File: config.mk
export PLATFORM = sky130hd
export DESIGN_NAME = led_pwm_duty_monitor
export DESIGN_NICKNAME = d
export VERILOG_FILES = /design/src/rtl/led_pwm_duty_monitor.sv
export SDC_FILE = /design/constraint.sdc
export NUM_CORES = 1
export LEC_CHECK = 0
export CAP_MARGIN = 30
export CORE_MARGIN = 2
export CORE_UTILIZATION = 40
export CTS_CLUSTER_DIAMETER = 100
export DETAILED_ROUTE_END_ITERATION = 10
export PLACE_DENSITY_LB_ADDON = 0.12
export SLEW_MARGIN = 15
export SYNTH_ARGS = -nofsm -noshare
export SYNTH_HDL_FRONTEND = slang
export SYNTH_SLANG_ARGS = --single-unit
export TNS_END_PERCENT = 20
File: constraint.sdc
create_clock -name clk -period 23 [get_ports clk]
set_input_delay 6.9 -clock clk [delete_from_list [all_inputs] [get_ports clk]]
set_output_delay 6.9 -clock clk [all_outputs]
set_load 0.02 [all_outputs]
File: src/rtl/led_pwm_duty_monitor.sv
// led_pwm_duty_monitor: eight-channel PWM duty meter with peak channel and valid/ready result
module led_pwm_duty_monitor #(
   parameter int PERIOD      = 600,
   parameter int SYNC_STAGES = 2,
   parameter int DUTY_W      = 10
) (
   input  logic                clk,
   input  logic                rst,
   input  logic [7:0]          pwm_in,
   input  logic                restart,
   output logic [8*DUTY_W-1:0] duty_flat,
   output logic [2:0]          peak_idx,
   output logic [DUTY_W-1:0]   peak_duty,
   output logic                duty_valid,
   input  logic                duty_ready,
   output logic                overrun
);
   logic [7:0]        sync_q [SYNC_STAGES];
   logic [7:0]        s;
   logic [9:0]        wcnt;
   logic [DUTY_W-1:0] acc [8];
   logic [DUTY_W-1:0] nxt [8];
   logic [2:0]        pk_i;
   logic [DUTY_W-1:0] pk_d;
   logic              wend;
   logic              latch;
   assign s     = sync_q[SYNC_STAGES-1];
   assign wend  = wcnt == 10'(PERIOD - 1);
   assign latch = wend && !restart;
   always_comb begin
      pk_i = '0;
      pk_d = '0;
      for (int i = 0; i < 8; i++) begin
         nxt[i] = acc[i] + DUTY_W'(s[i]);
         pk_i   = nxt[i] > pk_d ? 3'(i) : pk_i;
         pk_d   = nxt[i] > pk_d ? nxt[i] : pk_d;
      end
   end
   always_ff @(posedge clk) begin
      if (rst) begin
         for (int k = 0; k < SYNC_STAGES; k++) sync_q[k] <= '0;
      end else begin
         sync_q[0] <= pwm_in;
         for (int k = 1; k < SYNC_STAGES; k++) sync_q[k] <= sync_q[k-1];
      end
   end
   always_ff @(posedge clk) begin
      if (rst) begin
         wcnt       <= '0;
         for (int i = 0; i < 8; i++) acc[i] <= '0;
         duty_flat  <= '0;
         peak_idx   <= '0;
         peak_duty  <= '0;
         duty_valid <= 1'b0;
         overrun    <= 1'b0;
      end else begin
         wcnt <= (restart || wend) ? '0 : wcnt + 10'd1;
         for (int i = 0; i < 8; i++) acc[i] <= (restart || wend) ? '0 : nxt[i];
         if (latch) begin
            for (int i = 0; i < 8; i++) duty_flat[i*DUTY_W +: DUTY_W] <= nxt[i];
            peak_idx   <= pk_i;
            peak_duty  <= pk_d;
            duty_valid <= 1'b1;
            overrun    <= overrun | (duty_valid & ~duty_ready);
         end else if (duty_ready) begin
            duty_valid <= 1'b0;
         end
      end
   end
endmodule

==> metrics.txt <==
# TYPE chip_impl_metric gauge
chip_impl_info{name="run_status",value="complete, no violations"} 1
chip_impl_metric{name="worst_slew_margin_rel",unit="%"} 39.8
chip_impl_metric{name="finalClockSkew",unit="ns"} 0.0118
chip_impl_metric{name="chipWidth",unit="microns"} 164
chip_impl_metric{name="nets",unit=""} 1389
chip_impl_metric{name="post_cts_repair_timing_setup_buffer_count",unit=""} 0
chip_impl_info{name="timing.setup.critical_path_class",value="flip-flop to flip-flop"} 1
chip_impl_metric{name="pin_count_of_the_biggest_net_entering_global_routing",unit=""} 80
chip_impl_metric{name="fin_setup_tns",unit="ns"} 0
chip_impl_metric{name="critPathArrivalTime",unit="ns"} 16.24
chip_impl_metric{name="ys.warnings.count",unit=""} 0
chip_impl_metric{name="time_the_worst_path_needs_with_i_o_delays_and_setup",unit="ns"} 15.88
chip_impl_metric{name="wl",unit="mm"} 26.8
chip_impl_metric{name="overflow",unit=""} 0
chip_impl_metric{name="cts-buffers-inserted",unit=""} 24
chip_impl_metric{name="grt_first_pass_wirelength",unit="mm"} 43.6
chip_impl_metric{name="initialDrtViolationCount",unit=""} 376
chip_impl_metric{name="power.ir.vdd_worst",unit="V"} 0.0000486
chip_impl_metric{name="cellLeakagePower",unit="nW"} 5.23
chip_impl_metric{name="vias",unit=""} 8506
chip_impl_metric{name="final_util",unit="%"} 49.5
chip_impl_metric{name="drtPass1Iterations",unit=""} 4
chip_impl_metric{name="finalSetupViolCount",unit=""} 0
chip_impl_metric{name="clock_tree.buffer_depth",unit=""} 3
chip_impl_metric{name="final_max_slew_viol_count",unit=""} 0
chip_impl_metric{name="place.gp.congestion",unit=""} 0.916
chip_impl_info{name="cts-root-buf",value="clkbuf_16"} 1
chip_impl_metric{name="synth.yosys.seq_area_share",unit="%"} 39.5
chip_impl_metric{name="tightest_slew",unit="ns"} 0.903
chip_impl_info{name="ys_top_cells_by_count",value="201 x dfxtp_1, 191 x nor2_1, 115 x nand2_1, 83 x ha_1, 76 x inv_1"} 1
chip_impl_info{name="yosys.cell_count.top_type",value="dfxtp_1"} 1
chip_impl_metric{name="area_growth_syn_to_fin",unit="%"} 22.1
chip_impl_metric{name="via_count_of_the_first_global_routing_pass",unit=""} 8235
chip_impl_metric{name="grt.total_usage",unit="%"} 20.3
chip_impl_metric{name="maxClockFrequency",unit="GHz"} 0.0630
chip_impl_metric{name="pin_count",unit=""} 107
chip_impl_metric{name="clock_latency_on_the_worst_skew_pair",unit="ns"} 0.51
chip_impl_metric{name="yosys_register_bits",unit=""} 201
chip_impl_metric{name="port_buffers",unit=""} 106
chip_impl_info{name="hold_class",value="flip-flop to flip-flop"} 1
chip_impl_metric{name="cts_sink_count",unit=""} 201
chip_impl_metric{name="hold_buffers_post_cts",unit=""} 0
chip_impl_metric{name="dieHeight",unit="microns"} 164
chip_impl_metric{name="cts-resized-gates",unit=""} 0
chip_impl_metric{name="timing.critical_path.required",unit="ns"} 23.35
chip_impl_metric{name="power_density",unit="nW/um^2"} 85.1
chip_impl_metric{name="route.antenna.remaining_nets",unit=""} 0
chip_impl_metric{name="critical_path_max_stage_delay",unit="ns"} 0.69
chip_impl_info{name="grt_setup_unrepaired",value="false"} 1
chip_impl_metric{name="overall_die_area",unit="sq um"} 26700
chip_impl_info{name="startpoint_kind_of_the_worst_setup_timing_path",value="flip-flop"} 1
chip_impl_metric{name="grt_antenna_before_repair",unit=""} 0
chip_impl_metric{name="path_max_fanout",unit=""} 22
chip_impl_metric{name="synth-edff-count",unit=""} 0
chip_impl_metric{name="dp_hpwl",unit="mm"} 19.6
chip_impl_metric{name="syn_nets",unit=""} 1305
chip_impl_metric{name="start_util",unit="%"} 40.5
chip_impl_metric{name="synth_cells",unit=""} 1210
chip_impl_metric{name="avgRoutedWirePerCell",unit="microns"} 16.3
chip_impl_metric{name="worst-r2r-setup-slack",unit="ns"} 7.12
chip_impl_info{name="synth_area_leader_cell",value="dfxtp_1"} 1
chip_impl_metric{name="synthDominantCellAreaShare",unit="%"} 39.5
chip_impl_info{name="critical_path.top_delay_family",value="compound AO/OA/AOI/OAI gates"} 1
chip_impl_metric{name="num_antenna_cells",unit=""} 0
chip_impl_metric{name="cts_max_level",unit=""} 1
chip_impl_metric{name="timing_hold_violations_final",unit=""} 0
chip_impl_info{name="critical_path.endpoint_type",value="flip-flop"} 1
chip_impl_metric{name="rows",unit=""} 58
chip_impl_metric{name="number_of_different_library_cells_in_the_post_synthesis_netlist",unit=""} 62
chip_impl_info{name="worst_path_max_delay_cell",value="or3_1"} 1
chip_impl_metric{name="synthesis.area",unit="sq um"} 10200
chip_impl_metric{name="vias_cell",unit=""} 5.18
chip_impl_metric{name="drc_errors",unit=""} 0
chip_impl_metric{name="total_power",unit="W"} 0.00106
chip_impl_metric{name="fraction_of_final_layout_cells_sized_beyond_drive_strength_1",unit="%"} 5.56
chip_impl_metric{name="postSynthAreaPerCell",unit="sq um"} 8.41
chip_impl_metric{name="area_of_the_core",unit="sq um"} 25100
chip_impl_metric{name="max-cap-violations",unit=""} 0
chip_impl_info{name="cts_tree",value="built"} 1
chip_impl_metric{name="clk_pin_slew",unit="ns"} 0.06
chip_impl_metric{name="min_period_over_period",unit="%"} 69.1
chip_impl_metric{name="worst-path-buf-inv",unit=""} 2
chip_impl_metric{name="fraction_of_registers_with_async_set_or_reset_after_synthesis",unit="%"} 0
chip_impl_info{name="synth.top_cells.by_area",value="dfxtp_1 40%, ha_1 10%, nor2_1 7.0%, a211oi_1 5.1%, nand2_1 4.2%"} 1
chip_impl_info{name="postSynth.topFlopCell",value="dfxtp_1"} 1
-- worst paths after layout --
check | to | startpoint | depth (start not counted)
worst max-delay path | peak_duty[2] | acc[0][10] | 68
worst min-delay path | sync_q[0][12] | sync_q[0][4] | 1
worst max register to register | peak_duty[2] | acc[0][10] | 68
worst min register to register | sync_q[0][12] | sync_q[0][4] | 1
-- metrics by stage --
stage	cells	instance area (sq um)	setup slack (ns)	hold WS [ns]
6_report	1642	12400	7.12	0.435
5_1_grt	1642	12400	5.65	0.448
4_1_cts	1640	12400	6.80	0.432
3_5_place_dp	1596	11500	6.81	0.422
3_3_place_gp	1595	11500	7.20	0.418
2_1_floorplan	1210	10200	9.19	0.413
-- cell usage in the layout (no fill, tap or decap), types with 3 or more instances in the layout --
| cell | instances |
|---|---|
| nor2_1 | 189 |
| a21o_1 | 25 |
| dfxtp_1 | 201 |
| clkbuf_16 | 25 |
| a311oi_1 | 3 |
| a21oi_1 | 48 |
| ha_1 | 83 |
| xnor2_1 | 33 |
| o21ai_0 | 21 |
| nand3_1 | 55 |
| and2_1 | 5 |
| xor2_1 | 42 |
| nand4_1 | 15 |
| o211ai_1 | 14 |
| o22ai_1 | 8 |
| mux2_2 | 7 |
| o21a_1 | 7 |
| inv_1 | 76 |
| bufinv_16 | 6 |
| or3_1 | 4 |
| nor3_1 | 7 |
| clkinv_2 | 5 |
| and3_1 | 33 |
| nand2_1 | 114 |
| mux2i_1 | 10 |
| nor2b_1 | 26 |
| and4_1 | 6 |
| clkdlybuf4s50_1 | 105 |
| buf_4 | 7 |
| a211oi_1 | 69 |
| clkbuf_8 | 4 |
| a21boi_0 | 6 |
| a31oi_1 | 4 |
| clkbuf_1 | 4 |
-- registers in the layout (all words and copies together), names as in the netlist --
| signal | flops |
|---|---|
| peak_idx | 3 |
| duty_flat | 80 |
| wcnt | 10 |
| sync_q | 16 |
| acc | 80 |
| duty_valid | 1 |
| peak_duty | 10 |
| overrun | 1 |
-- routing by layer --
layer  GRT usage, %  share of wire [%]  vias to the layer above
li1               -                  -                     4354
met1           28.8                 49                     3959
met2           32.9                 44                      161
met3           2.72                4.2                       32
met4           4.23                2.0                        0
met5              0                  0                        -
-- report_power, final --
| group | leakage [nW] | switching, W | internal [W] |
|---|---|---|---|
| Combinational | 3.16 | 0.000177 | 0.000105 |
| Clock | 0.446 | 0.000147 | 0.000278 |
| Sequential | 1.62 | 0.000000636 | 0.000350 |
-- worst reg2reg max path, delay by kind of cell, from the launching register on --
family	cells	cell delay, ns
AO/OA/AOI/OAI	32	6.15
XOR/XNOR	1	0.50
adder cells (fa/ha/maj)	9	2.54
buffers and inverters	2	0.33
flip-flops	1	0.31
multiplexers	2	0.73
AND/OR/NAND/NOR	22	5.14
-- logic make-up after synthesis --
kind of cell               Yosys count  synth area share [%]
and+or+nand+nor                    470                  20.9
muxes                               19                  2.05
xor gates and xnor gates            75                  6.45
buffers and inverters              132                  4.92
DFF                                201                  39.5
adders and majority gates           83                  10.2
AOI/OAI and AO/OA                  230                  15.9
-- cell type report --
| type | instances | area [sq um] |
|---|---|---|
| fillers | 2515 | 12700 |
| multi-input cells | 877 | 5670 |
| flip-flops and latches | 201 | 4020 |
| repair buffers | 114 | 1130 |
| clock buffers | 33 | 696 |
| well taps | 330 | 413 |
| inverters | 76 | 285 |
| clock inverters | 11 | 205 |
Note: power is estimated with default switching activity, not from simulation.
